## src/rtl/fft_pkg.sv

```systemverilog
// fft_pkg: constants, widths and state encoding shared by the FFT post-processing blocks
package fft_pkg;
  localparam int N_FFT  = 1024;
  localparam int LOG2_N = 10;
  localparam int FS_HZ  = 500000;
  localparam int MAG_W  = 28;
  localparam int BIN_W  = 10;
  typedef enum logic [1:0] {IDLE, COLLECT, CALC, DONE} peak_state_t;
endpackage

```

## src/rtl/bin_to_hz.sv

```systemverilog
// bin_to_hz: registered conversion of an FFT bin number to floor(bin*FS/2^SHIFT) Hz
module bin_to_hz
  import fft_pkg::*;
#(
  parameter int FS    = FS_HZ,
  parameter int SHIFT = LOG2_N
)(
  input  logic             clk,
  input  logic             rst_n,
  input  logic             en,
  input  logic [BIN_W-1:0] bin,
  output logic [31:0]      hz
);
  logic [BIN_W+31:0] prod;
  assign prod = (BIN_W+32)'(bin) * (BIN_W+32)'(FS);
  always_ff @(posedge clk or negedge rst_n)
    if (!rst_n) hz <= '0;
    else if (en) hz <= prod[SHIFT +: 32];
endmodule

```

## src/rtl/fft_peak_finder.sv

```systemverilog
// fft_peak_finder: per-frame strongest positive-frequency bin with neighbours and Hz value
module fft_peak_finder
  import fft_pkg::*;
#(
  parameter int N_FFT   = fft_pkg::N_FFT,
  parameter int LOG2_N  = fft_pkg::LOG2_N,
  parameter int FS_HZ   = fft_pkg::FS_HZ,
  parameter int MIN_BIN = 1,
  parameter logic [MAG_W-1:0] MIN_MAG = 28'h0010000
)(
  input  logic             clk,
  input  logic             rst_n,
  input  logic             enable,
  input  logic [MAG_W-1:0] magnitude,
  input  logic [BIN_W-1:0] bin_index,
  input  logic             magnitude_valid,
  input  logic             processing_done,
  output logic [BIN_W-1:0] peak_bin,
  output logic [MAG_W-1:0] peak_mag,
  output logic [MAG_W-1:0] left_mag,
  output logic [MAG_W-1:0] right_mag,
  output logic [31:0]      peak_freq_hz,
  output logic             no_peak,
  output logic             seq_error,
  output logic             result_valid,
  output logic             busy
);
  localparam logic [BIN_W-1:0] LO   = BIN_W'(MIN_BIN);
  localparam logic [BIN_W-1:0] HI   = BIN_W'(N_FFT/2-1);
  localparam logic [BIN_W-1:0] LAST = BIN_W'(N_FFT-1);
  peak_state_t state, nxt;
  logic [MAG_W-1:0] cur_max, cur_left, cur_right, prev_mag;
  logic [BIN_W-1:0] cur_bin, exp_idx;
  logic need_right, seq_acc, take, better;
  logic [31:0] hz;
  // bin 0 locks onto a frame in IDLE and is consumed in that same cycle
  assign take   = magnitude_valid && (state == COLLECT || (state == IDLE && enable && bin_index == '0));
  assign better = bin_index >= LO && bin_index <= HI && magnitude > cur_max;
  always_comb begin
    nxt  = state;
    busy = state != IDLE;
    case (state)
      IDLE:    nxt = take ? COLLECT : IDLE;
      COLLECT: nxt = (magnitude_valid ? bin_index == LAST : processing_done) ? CALC : COLLECT;
      CALC:    nxt = DONE;
      default: nxt = IDLE;
    endcase
  end
  always_ff @(posedge clk or negedge rst_n)
    if (!rst_n) state <= IDLE;
    else state <= nxt;
  always_ff @(posedge clk or negedge rst_n) begin
    if (!rst_n) begin
      cur_max      <= '0;
      cur_left     <= '0;
      cur_right    <= '0;
      prev_mag     <= '0;
      cur_bin      <= '0;
      exp_idx      <= '0;
      need_right   <= 1'b0;
      seq_acc      <= 1'b0;
      peak_bin     <= '0;
      peak_mag     <= '0;
      left_mag     <= '0;
      right_mag    <= '0;
      peak_freq_hz <= '0;
      no_peak      <= 1'b0;
      seq_error    <= 1'b0;
      result_valid <= 1'b0;
    end else begin
      result_valid <= state == DONE;
      if (take) begin
        if (bin_index != exp_idx) seq_acc <= 1'b1;
        exp_idx  <= bin_index + 1'b1;
        prev_mag <= magnitude;
        if (better) begin
          cur_max    <= magnitude;
          cur_bin    <= bin_index;
          cur_left   <= prev_mag;
          need_right <= 1'b1;
        end else if (need_right) begin
          cur_right  <= magnitude;
          need_right <= 1'b0;
        end
      end else if (state == COLLECT && processing_done) begin
        seq_acc <= 1'b1;
        if (need_right) begin
          cur_right  <= '0;
          need_right <= 1'b0;
        end
      end
      if (state == DONE) begin
        peak_bin     <= cur_bin;
        peak_mag     <= cur_max;
        left_mag     <= cur_left;
        right_mag    <= cur_right;
        peak_freq_hz <= hz;
        no_peak      <= cur_max < MIN_MAG;
        seq_error    <= seq_acc;
        cur_max      <= '0;
        cur_bin      <= '0;
        cur_left     <= '0;
        cur_right    <= '0;
        prev_mag     <= '0;
        exp_idx      <= '0;
        need_right   <= 1'b0;
        seq_acc      <= 1'b0;
      end
    end
  end
  bin_to_hz #(.FS(FS_HZ), .SHIFT(LOG2_N)) u_hz (
    .clk(clk), .rst_n(rst_n), .en(state == CALC), .bin(cur_bin), .hz(hz)
  );
endmodule
```

## config.mk

```make
export PLATFORM = sky130hd
export DESIGN_NAME = fft_peak_finder
export DESIGN_NICKNAME = d
export VERILOG_FILES = /design/src/rtl/fft_pkg.sv /design/src/rtl/bin_to_hz.sv /design/src/rtl/fft_peak_finder.sv
export SDC_FILE = /design/constraint.sdc
export NUM_CORES = 1
export LEC_CHECK = 0
export ABC_AREA = 1
export BUFFER_PORTS_ARGS = -buffer_cell sky130_fd_sc_hd__buf_2
export CORE_MARGIN = 5
export CORE_UTILIZATION = 59
export CTS_CLUSTER_SIZE = 14
export DETAILED_ROUTE_END_ITERATION = 10
export GPL_TIMING_DRIVEN = 0
export HOLD_SLACK_MARGIN = 0.06
export PLACE_DENSITY_LB_ADDON = 0.3
export SYNTH_ARGS = -nofsm -noshare
export SYNTH_HDL_FRONTEND = slang
export SYNTH_SLANG_ARGS = --single-unit
export TNS_END_PERCENT = 1
```

## constraint.sdc

```tcl
create_clock -name clk -period 5.5 [get_ports clk]
set_clock_uncertainty 0.15 [all_clocks]
set_input_delay 1.1 -clock clk [delete_from_list [all_inputs] [get_ports clk]]
set_output_delay 1.1 -clock clk [all_outputs]
set_load 0.1 [all_outputs]
```

==> metrics.md, run 1 <==
| Metric | Value |
|---|---|
| Antenna diode instance count | 0 |
| CP Capture Type | register |
| Number of different library cells in the post-synthesis netlist | 37 |
| Most numerous cell in the Yosys netlist | nand2_1 |
| Cells after Synth | around 1.7k |
| Syn Std Cell Area | approximately 14000 um^2 |
| Residual DRC | 0 |
| Status | finished clean |
| Clock period minus worst slack | between 4 and 5 ns |
| Area of the multi-input gates | approximately 6200 um^2 |
| Routed length per instance | ~16 um |
| Routability-driven placement congestion ratio | just over 0.9 |
| Hold/Removal Path Class | register to register |
| Area share of the largest cell type after synthesis | 48.10% |
| Clock edge transition at the registers on the reported setup and hold paths | 0.06 ns |
| Leading post-synthesis cells by instance count | nand2_1, dfrtp_1, inv_1 |
| Final critical-path share of the clock period | between 80% and 90% |
| Proportion of synthesized flip-flops having asynchronous set or reset | 100.0% |
| Final hold violation count | 0 |
| Post-DRT Antenna Nets | 0 |
| Ordered list of cells on the worst path | inv_1, fa_1, xnor2_1, fa_1, inv_1, fa_1, fa_1, inv_1, ha_1, nand2_1, nor2_1, nand3_1, nand3_1, nand3b_1, nand2_1, nand2_1, nand3_1, nand2_1 |
| Largest net degree at the start of global routing | 109 |
| FF+latch count, synth | ~270 |
| Data required time of the worst path | 5.79 ns |
| Layout Area Growth over Synthesis | 16.45% |
| Worst-path fanout max | 6 |
| Initial detailed-routing violation count | between 800 and 900 |
| Port buffer count | 156 |
| Chip height | ~160 um |
| Max-capacitance violation count | 0 |
| FF+latch area | 6782 um^2 |
| Pins over their slew limit | 0 |
| Post-CTS setup buffers | 0 |
| Cells resized by post-CTS repair | 0 |
| Worst relative slew slack | approximately 44% |
| Element type at the critical path start | register |
| Total via count in the routed design | 11.78k |
| Measured slew at the worst slew-check pin | 0.8343 ns |
| First-pass GRT wire length | between 50000 and 60000 um |
| Ranking of synthesized cells by area | dfrtp_1, nand2_1, ha_1 |
| Number of buffers and inverters on the critical path | 3 |
| Horiz. Die Dim | 164.6 um |
| Final routed wirelength across all metal layers | 36260 um |
| Clock tree root driver cell | clkbuf_16 |
| GRT Resource Usage Total | a little over a quarter |
| Vias in the first global route | about 12k |
| Maximum buffer depth of the clock tree | 3 |
| RSZ-0062 raised after global routing | false |
| Cts bufs inserted | 29 |
| Placeable core area | around 23000 um^2 |
| Kind of critical path | register to register |
| Cell type of the slowest stage on the worst timing path | fa_1 |
| Yosys Warn Count | 0 |
| Vias/cell | between 5 and 6 |
| Area of the die | about 27000 um^2 |
| Crit path max-delay family | adder cells |
| Critical path arrival | 4.87 ns |
| Number of primary I/O pins | about 170 |
| Net total in the final layout | approximately 2.0k |
| TritonCTS clock tree | done |
| Area leader, netlist | dfrtp_1 |
| Fraction of final layout cells sized beyond drive strength 1 | 14.33% |
| Total grt overflow | 0 |
| Maximum single-stage delay on the critical path | 0.54 ns |
| Number of inserted filler cells in the final layout | between 1.5k and 2k |
| Number of antenna violations at the first check in global routing | 0 |
| Commonest register cell after synthesis | dfrtp_1 |
| Detailed placement HPWL | between 20000 and 30000 um |
| Clock latency at the later pin of the worst-skew pair | 0.55 ns |
| Final std cells w/o fill | 2203 |
| Initial core utilization | ~60% |
| Maximum clock frequency | roughly 220 MHz |
| Sequential area share after synthesis | between 40% and 50% |
| Total of hold buffers inserted after clock tree synthesis | 0 |
| Number of cells after detailed placement | approximately 2.2k |
| CTS HTree Levels | 1 |
| Clock sink total | 271 |
| Detailed-routing iteration count for the pre-antenna-repair pass | 8 |
| Final setup violation count | 0 |
| Average instance area after synthesis | 8.489 um^2 |
| Cell row count | 56 |
| EDFF count, synth | 0 |
-- worst paths after layout --
path	from	endpoint	slack [ns]	cells after the start
min in group asynchronous	rst_n	left_mag[12]$_DFFE_PN0P_	0.47	1
worst max register to register	cur_bin[1]$_DFFE_PN0P_	u_hz.hz[17]$_DFFE_PN0N_	0.91	18
worst max-delay path	cur_bin[1]$_DFFE_PN0P_	u_hz.hz[17]$_DFFE_PN0N_	0.91	18
worst min register to register	u_hz.hz[17]$_DFFE_PN0N_	peak_freq_hz[17]$_DFFE_PN0P_	0.32	2
worst min-delay path	u_hz.hz[17]$_DFFE_PN0N_	peak_freq_hz[17]$_DFFE_PN0P_	0.32	2
max in group asynchronous	rst_n	peak_mag[13]$_DFFE_PN0P_	3.48	3
-- routing by layer --
metal	part of all wire (%)	GRT usage, %	wire length (um)	up-vias
met4	4.2	11.15	1536	0
met5	0	0	0	-
li1	-	-	-	5630
met2	49	46.22	17810	392
met3	6.1	3.444	2218	95
met1	41	35.48	14690	5664
-- state kept, by name, summed over array words and instances (netlist names), 2 cells and up --
signal / cells
cur_bin: 10
cur_left: 28
cur_max: 28
cur_right: 28
exp_idx: 10
left_mag: 28
peak_bin: 10
peak_freq_hz: 19
peak_mag: 28
prev_mag: 28
right_mag: 28
state: 2
u_hz.hz: 19
-- per-stage QoR --
stage | util, % | TNS, ns | hold slack [ns] | area (um^2) | setup slack, ns
6_report | 69.95 | 0 | 0.3170 | 16420 | 0.9125
5_1_grt | 69.95 | 0 | 0.3450 | 16420 | 0.6472
4_1_cts | 69.95 | 0 | 0.3183 | 16420 | 0.9275
3_5_place_dp | 65.57 | 0 | 0.3030 | 15390 | 0.9752
3_3_place_gp | 65.29 | -424.39 | 0.3028 | 15320 | -1.588
2_1_floorplan | - | 0 | 0.2922 | 14140 | 1.404
-- cell families (layout without fill, tap and decap cells) --
| logic type | count (synthesis) | after routing | share of synthesized area [%] |
|---|---|---|---|
| other | 1 | 13 | 0.02660 |
| adder cells (fa/ha/maj) | 127 | 127 | 12.60 |
| AO/OA/AOI/OAI | 137 | 137 | 5.591 |
| AND/OR/NAND/NOR | 848 | 848 | 24.48 |
| buffers and inverters | 258 | 469 | 8.022 |
| flip-flops | 271 | 271 | 48.10 |
| XOR/XNOR | 19 | 19 | 1.180 |
-- tightest hold or removal path, cell delays in order, from the launching register on --
cell     delay [ns]
dfrtp_1        0.34
nand2_1        0.05
nand2_1        0.05
-- layout by cell type, fill, tap and decap left out, types with 2 or more instances in the layout --
cell type | Yosys | layout
o22ai_1 | 6 | 6
or2_2 | 2 | 2
buf_2 | 7 | 162
o21ai_0 | 74 | 74
clkinvlp_4 | 0 | 2
fa_1 | 25 | 25
dfrtp_1 | 271 | 271
xor2_1 | 7 | 7
inv_2 | 2 | 2
clkbuf_8 | 0 | 6
inv_1 | 172 | 172
buf_4 | 19 | 19
buf_1 | 8 | 8
conb_1 | 1 | 13
ha_1 | 102 | 102
nor3_1 | 5 | 5
clkbuf_16 | 0 | 29
a21oi_1 | 27 | 27
bufinv_16 | 0 | 5
a21o_1 | 7 | 7
and2_1 | 2 | 2
a31o_2 | 18 | 18
xnor2_1 | 12 | 12
nand4_1 | 8 | 8
nor2_1 | 67 | 67
nand3_1 | 136 | 136
clkinv_2 | 0 | 4
nand2_1 | 615 | 615
clkbuf_1 | 38 | 43
buf_6 | 11 | 11
inv_6 | 0 | 2
nand3b_1 | 8 | 8
buf_16 | 0 | 2
-- cell type report --
class	instances	share of cell area, %
Buffer	83	2.888
Clock buffer	40	5.037
Clock inverter	13	1.234
Inverter	175	4.001
Multi-Input combinational cell	1144	37.96
Sequential cell	271	41.30
Tap cell	319	2.431
Timing Repair Buffer	158	5.151
Power of run 1 is left out: the tool's default activity adds up to more than one toggle a clock period on the data nets, which glitch-free logic cannot reach.
==> inputs of run 2 (changes only) <==
--- a/config.mk
+++ b/config.mk
@@ -8,7 +8,7 @@
 export ABC_AREA = 1
 export BUFFER_PORTS_ARGS = -buffer_cell sky130_fd_sc_hd__buf_2
 export CORE_MARGIN = 5
-export CORE_UTILIZATION = 59
+export CORE_UTILIZATION = 53
 export CTS_CLUSTER_SIZE = 14
 export DETAILED_ROUTE_END_ITERATION = 10
 export GPL_TIMING_DRIVEN = 0
==> constraint.sdc (replaced) <==
create_clock -name clk -period 4.1 [get_ports clk]
set_clock_uncertainty 0.15 [all_clocks]
set_input_delay 0.82 -clock clk [delete_from_list [all_inputs] [get_ports clk]]
set_output_delay 0.82 -clock clk [all_outputs]
set_load 0.1 [all_outputs]
==> run 2 against run 1 <==
Against the previous run:
- worst hold slack is essentially flat
- first-iteration DRC count shrank 5.9%
- global-route usage shrank 2.3 points
- sequential share of layout area shrank 1.1 points
- clock-buffer cell count shrank 7
- flip-flop and latch count is the same
- cell area grew 3.0%
- die area grew 11%
- wire length grew 4.6%
- critical path depth shrank 3
- cell count grew 1.6%
- critical path type unchanged
- largest cell class unchanged
==> metrics.md, run 2 (synthesized netlist as in run 1, its figures left out) <==
| Metric | Value |
|---|---|
| Routability-driven placement congestion ratio | 0.8812 |
| CP Capture Type | register |
| Detailed-routing iteration count for the pre-antenna-repair pass | 5 |
| Critical path arrival | 4.37 ns |
| Final critical-path share of the clock period | about 100% |
| Total grt overflow | 0 |
| Highest routed metal layer | met4 |
| Final std cells w/o fill | roughly 2.2k |
| Maximum clock frequency | 245.4 MHz |
| Horiz. Die Dim | approximately 170 um |
| Chip height | around 170 um |
| Port buffer count | around 160 |
| Met1 Wirelength | 15750 um |
| Cell row count | 59 |
| Number of primary I/O pins | approximately 170 |
| Net total in the final layout | approximately 2k |
| Final setup violation count | 0 |
| Maximum single-stage delay on the critical path | ~0.60 ns |
| Routed length per instance | about 17 um |
| Element type at the critical path start | register |
| Layout Area Growth over Synthesis | 19.90% |
| Area of the die | about 30000 um^2 |
| Fraction of final layout cells sized beyond drive strength 1 | between 10% and 20% |
| Vias in the first global route | between 10k and 15k |
| Maximum buffer depth of the clock tree | 3 |
| Met2 Routed Length | 18740 um |
| Clock sink total | around 270 |
| Measured slew at the worst slew-check pin | just over 0.8 ns |
| Cts bufs inserted | 29 |
| Pins over their slew limit | 0 |
| Max-capacitance violation count | 0 |
| Depth of the worst register-to-register path | 15 |
| Crit path max-delay family | adder cells |
| Placeable core area | approximately 26000 um^2 |
| Number of cells after detailed placement | roughly 2.2k |
| Initial core utilization | between 50% and 60% |
| Status | finished clean |
| Worst-path fanout max | 5 |
| Wire length on met3 | ~2100 um |
| Worst relative slew slack | a little under half |
| Clock period minus worst slack | 4.075 ns |
| Number of inserted filler cells in the final layout | 2204 |
| Clock tree root driver cell | clkbuf_16 |
| Post-DRT Antenna Nets | 0 |
| Clock latency at the later pin of the worst-skew pair | ~0.56 ns |
| Commonest cells after routing, fill and taps aside | nand2_1, dfrtp_1, inv_1, buf_2, nand3_1 |
| Final routed wirelength across all metal layers | ~38000 um |
| Initial detailed-routing violation count | around 780 |
| GRT Resource Usage Total | between 20% and 30% |
| Count of cells along the worst hold path | 2 |
| Ordered list of cells on the worst path | inv_2, fa_2, xnor2_2, fa_1, inv_1, fa_1, fa_1, inv_2, ha_4, nand2_4, o21ai_1, a21oi_1, or2_2, nand3_1, nand2_1 |
| Number of cells on the critical path | 15 |
| CTS HTree Levels | 1 |
| Clock edge transition at the registers on the reported setup and hold paths | ~0.06 ns |
| Cell type of the slowest stage on the worst timing path | fa_2 |
| Commonest non-fill, non-tap cell in the layout | nand2_1 |
| Total via count in the routed design | roughly 12k |
| Number of buffers and inverters on the critical path | 3 |
| Vias/cell | around 5.2 |
| Largest net degree at the start of global routing | ~120 |
| First-pass GRT wire length | a little over 60000 um |
| Detailed placement HPWL | between 20000 and 30000 um |
| Number of antenna violations at the first check in global routing | 2 |
| Data required time of the worst path | 4.39 ns |
| Final hold violation count | 0 |
| Hold/Removal Path Class | register to register |
| Most used cell, CP | fa_1 |
| Total negative slack | 0 ns |
| Kind of critical path | register to register |
| RSZ-0062 raised after global routing | true |
| Residual DRC | 0 |
| TritonCTS clock tree | done |
-- run 2: cell type report --
class	count	area [um^2]	area share [%]
inverter	175	666.9	3.945
buffer	83	474.2	2.805
clock inverter	18	196.4	1.162
sequential	271	6793	40.18
tap	335	419.2	2.479
multi-input combinational	1144	6575	38.89
timing repair buffer	178	1006	5.950
antenna	2	5.005	0.02960
clock buffer	33	770.7	4.559
-- run 2: timing repair --
action                                  4_1_cts  5_1_grt
hold endpoints to repair                      5        0
gates resized for setup                      46       38
hold buffers                                  1        0
endpoints found under the setup margin       10       10
pin swaps                                    17       32
buffers inserted                             12        7
-- run 2: worst min-delay path, delay by kind of cell (launching register included) --
kind          cells  cell delay [ns]
flops             1             0.34
simple gates      2             0.10
-- run 2: worst paths after layout --
kind | to | slack [ns] | from
setup / recovery | u_hz.hz[10]$_DFFE_PN0N_ | 0.03 | cur_bin[1]$_DFFE_PN0P_
setup reg to reg | u_hz.hz[10]$_DFFE_PN0N_ | 0.03 | cur_bin[1]$_DFFE_PN0P_
hold reg to reg | peak_freq_hz[9]$_DFFE_PN0P_ | 0.32 | u_hz.hz[9]$_DFFE_PN0N_
min in group asynchronous | left_mag[12]$_DFFE_PN0P_ | 0.64 | rst_n
max in group asynchronous | cur_bin[4]$_DFFE_PN0P_ | 1.77 | rst_n
hold / removal | peak_freq_hz[9]$_DFFE_PN0P_ | 0.32 | u_hz.hz[9]$_DFFE_PN0N_
-- run 2: routing by layer --
layer	vias to the layer above	track usage, %
li1	5667	-
met3	87	3.712
met1	5632	32.34
met4	0	8.580
met2	350	43.02
met5	-	0
-- run 2: through the flow --
step | utilization [%] | cell area (um^2) | hold WS (ns) | setup WS, ns
3_3_place_gp | 58.72 | 15340 | 0.2979 | -2.818
3_5_place_dp | 58.97 | 15410 | 0.3086 | -0.4578
2_1_floorplan | - | 14140 | 0.2922 | 0.003559
4_1_cts | 63.88 | 16690 | 0.3220 | 0.002974
6_report | 64.69 | 16910 | 0.3174 | 0.02501
5_1_grt | 64.69 | 16910 | 0.3363 | -0.1032
Power of run 2 is left out for the same reason.
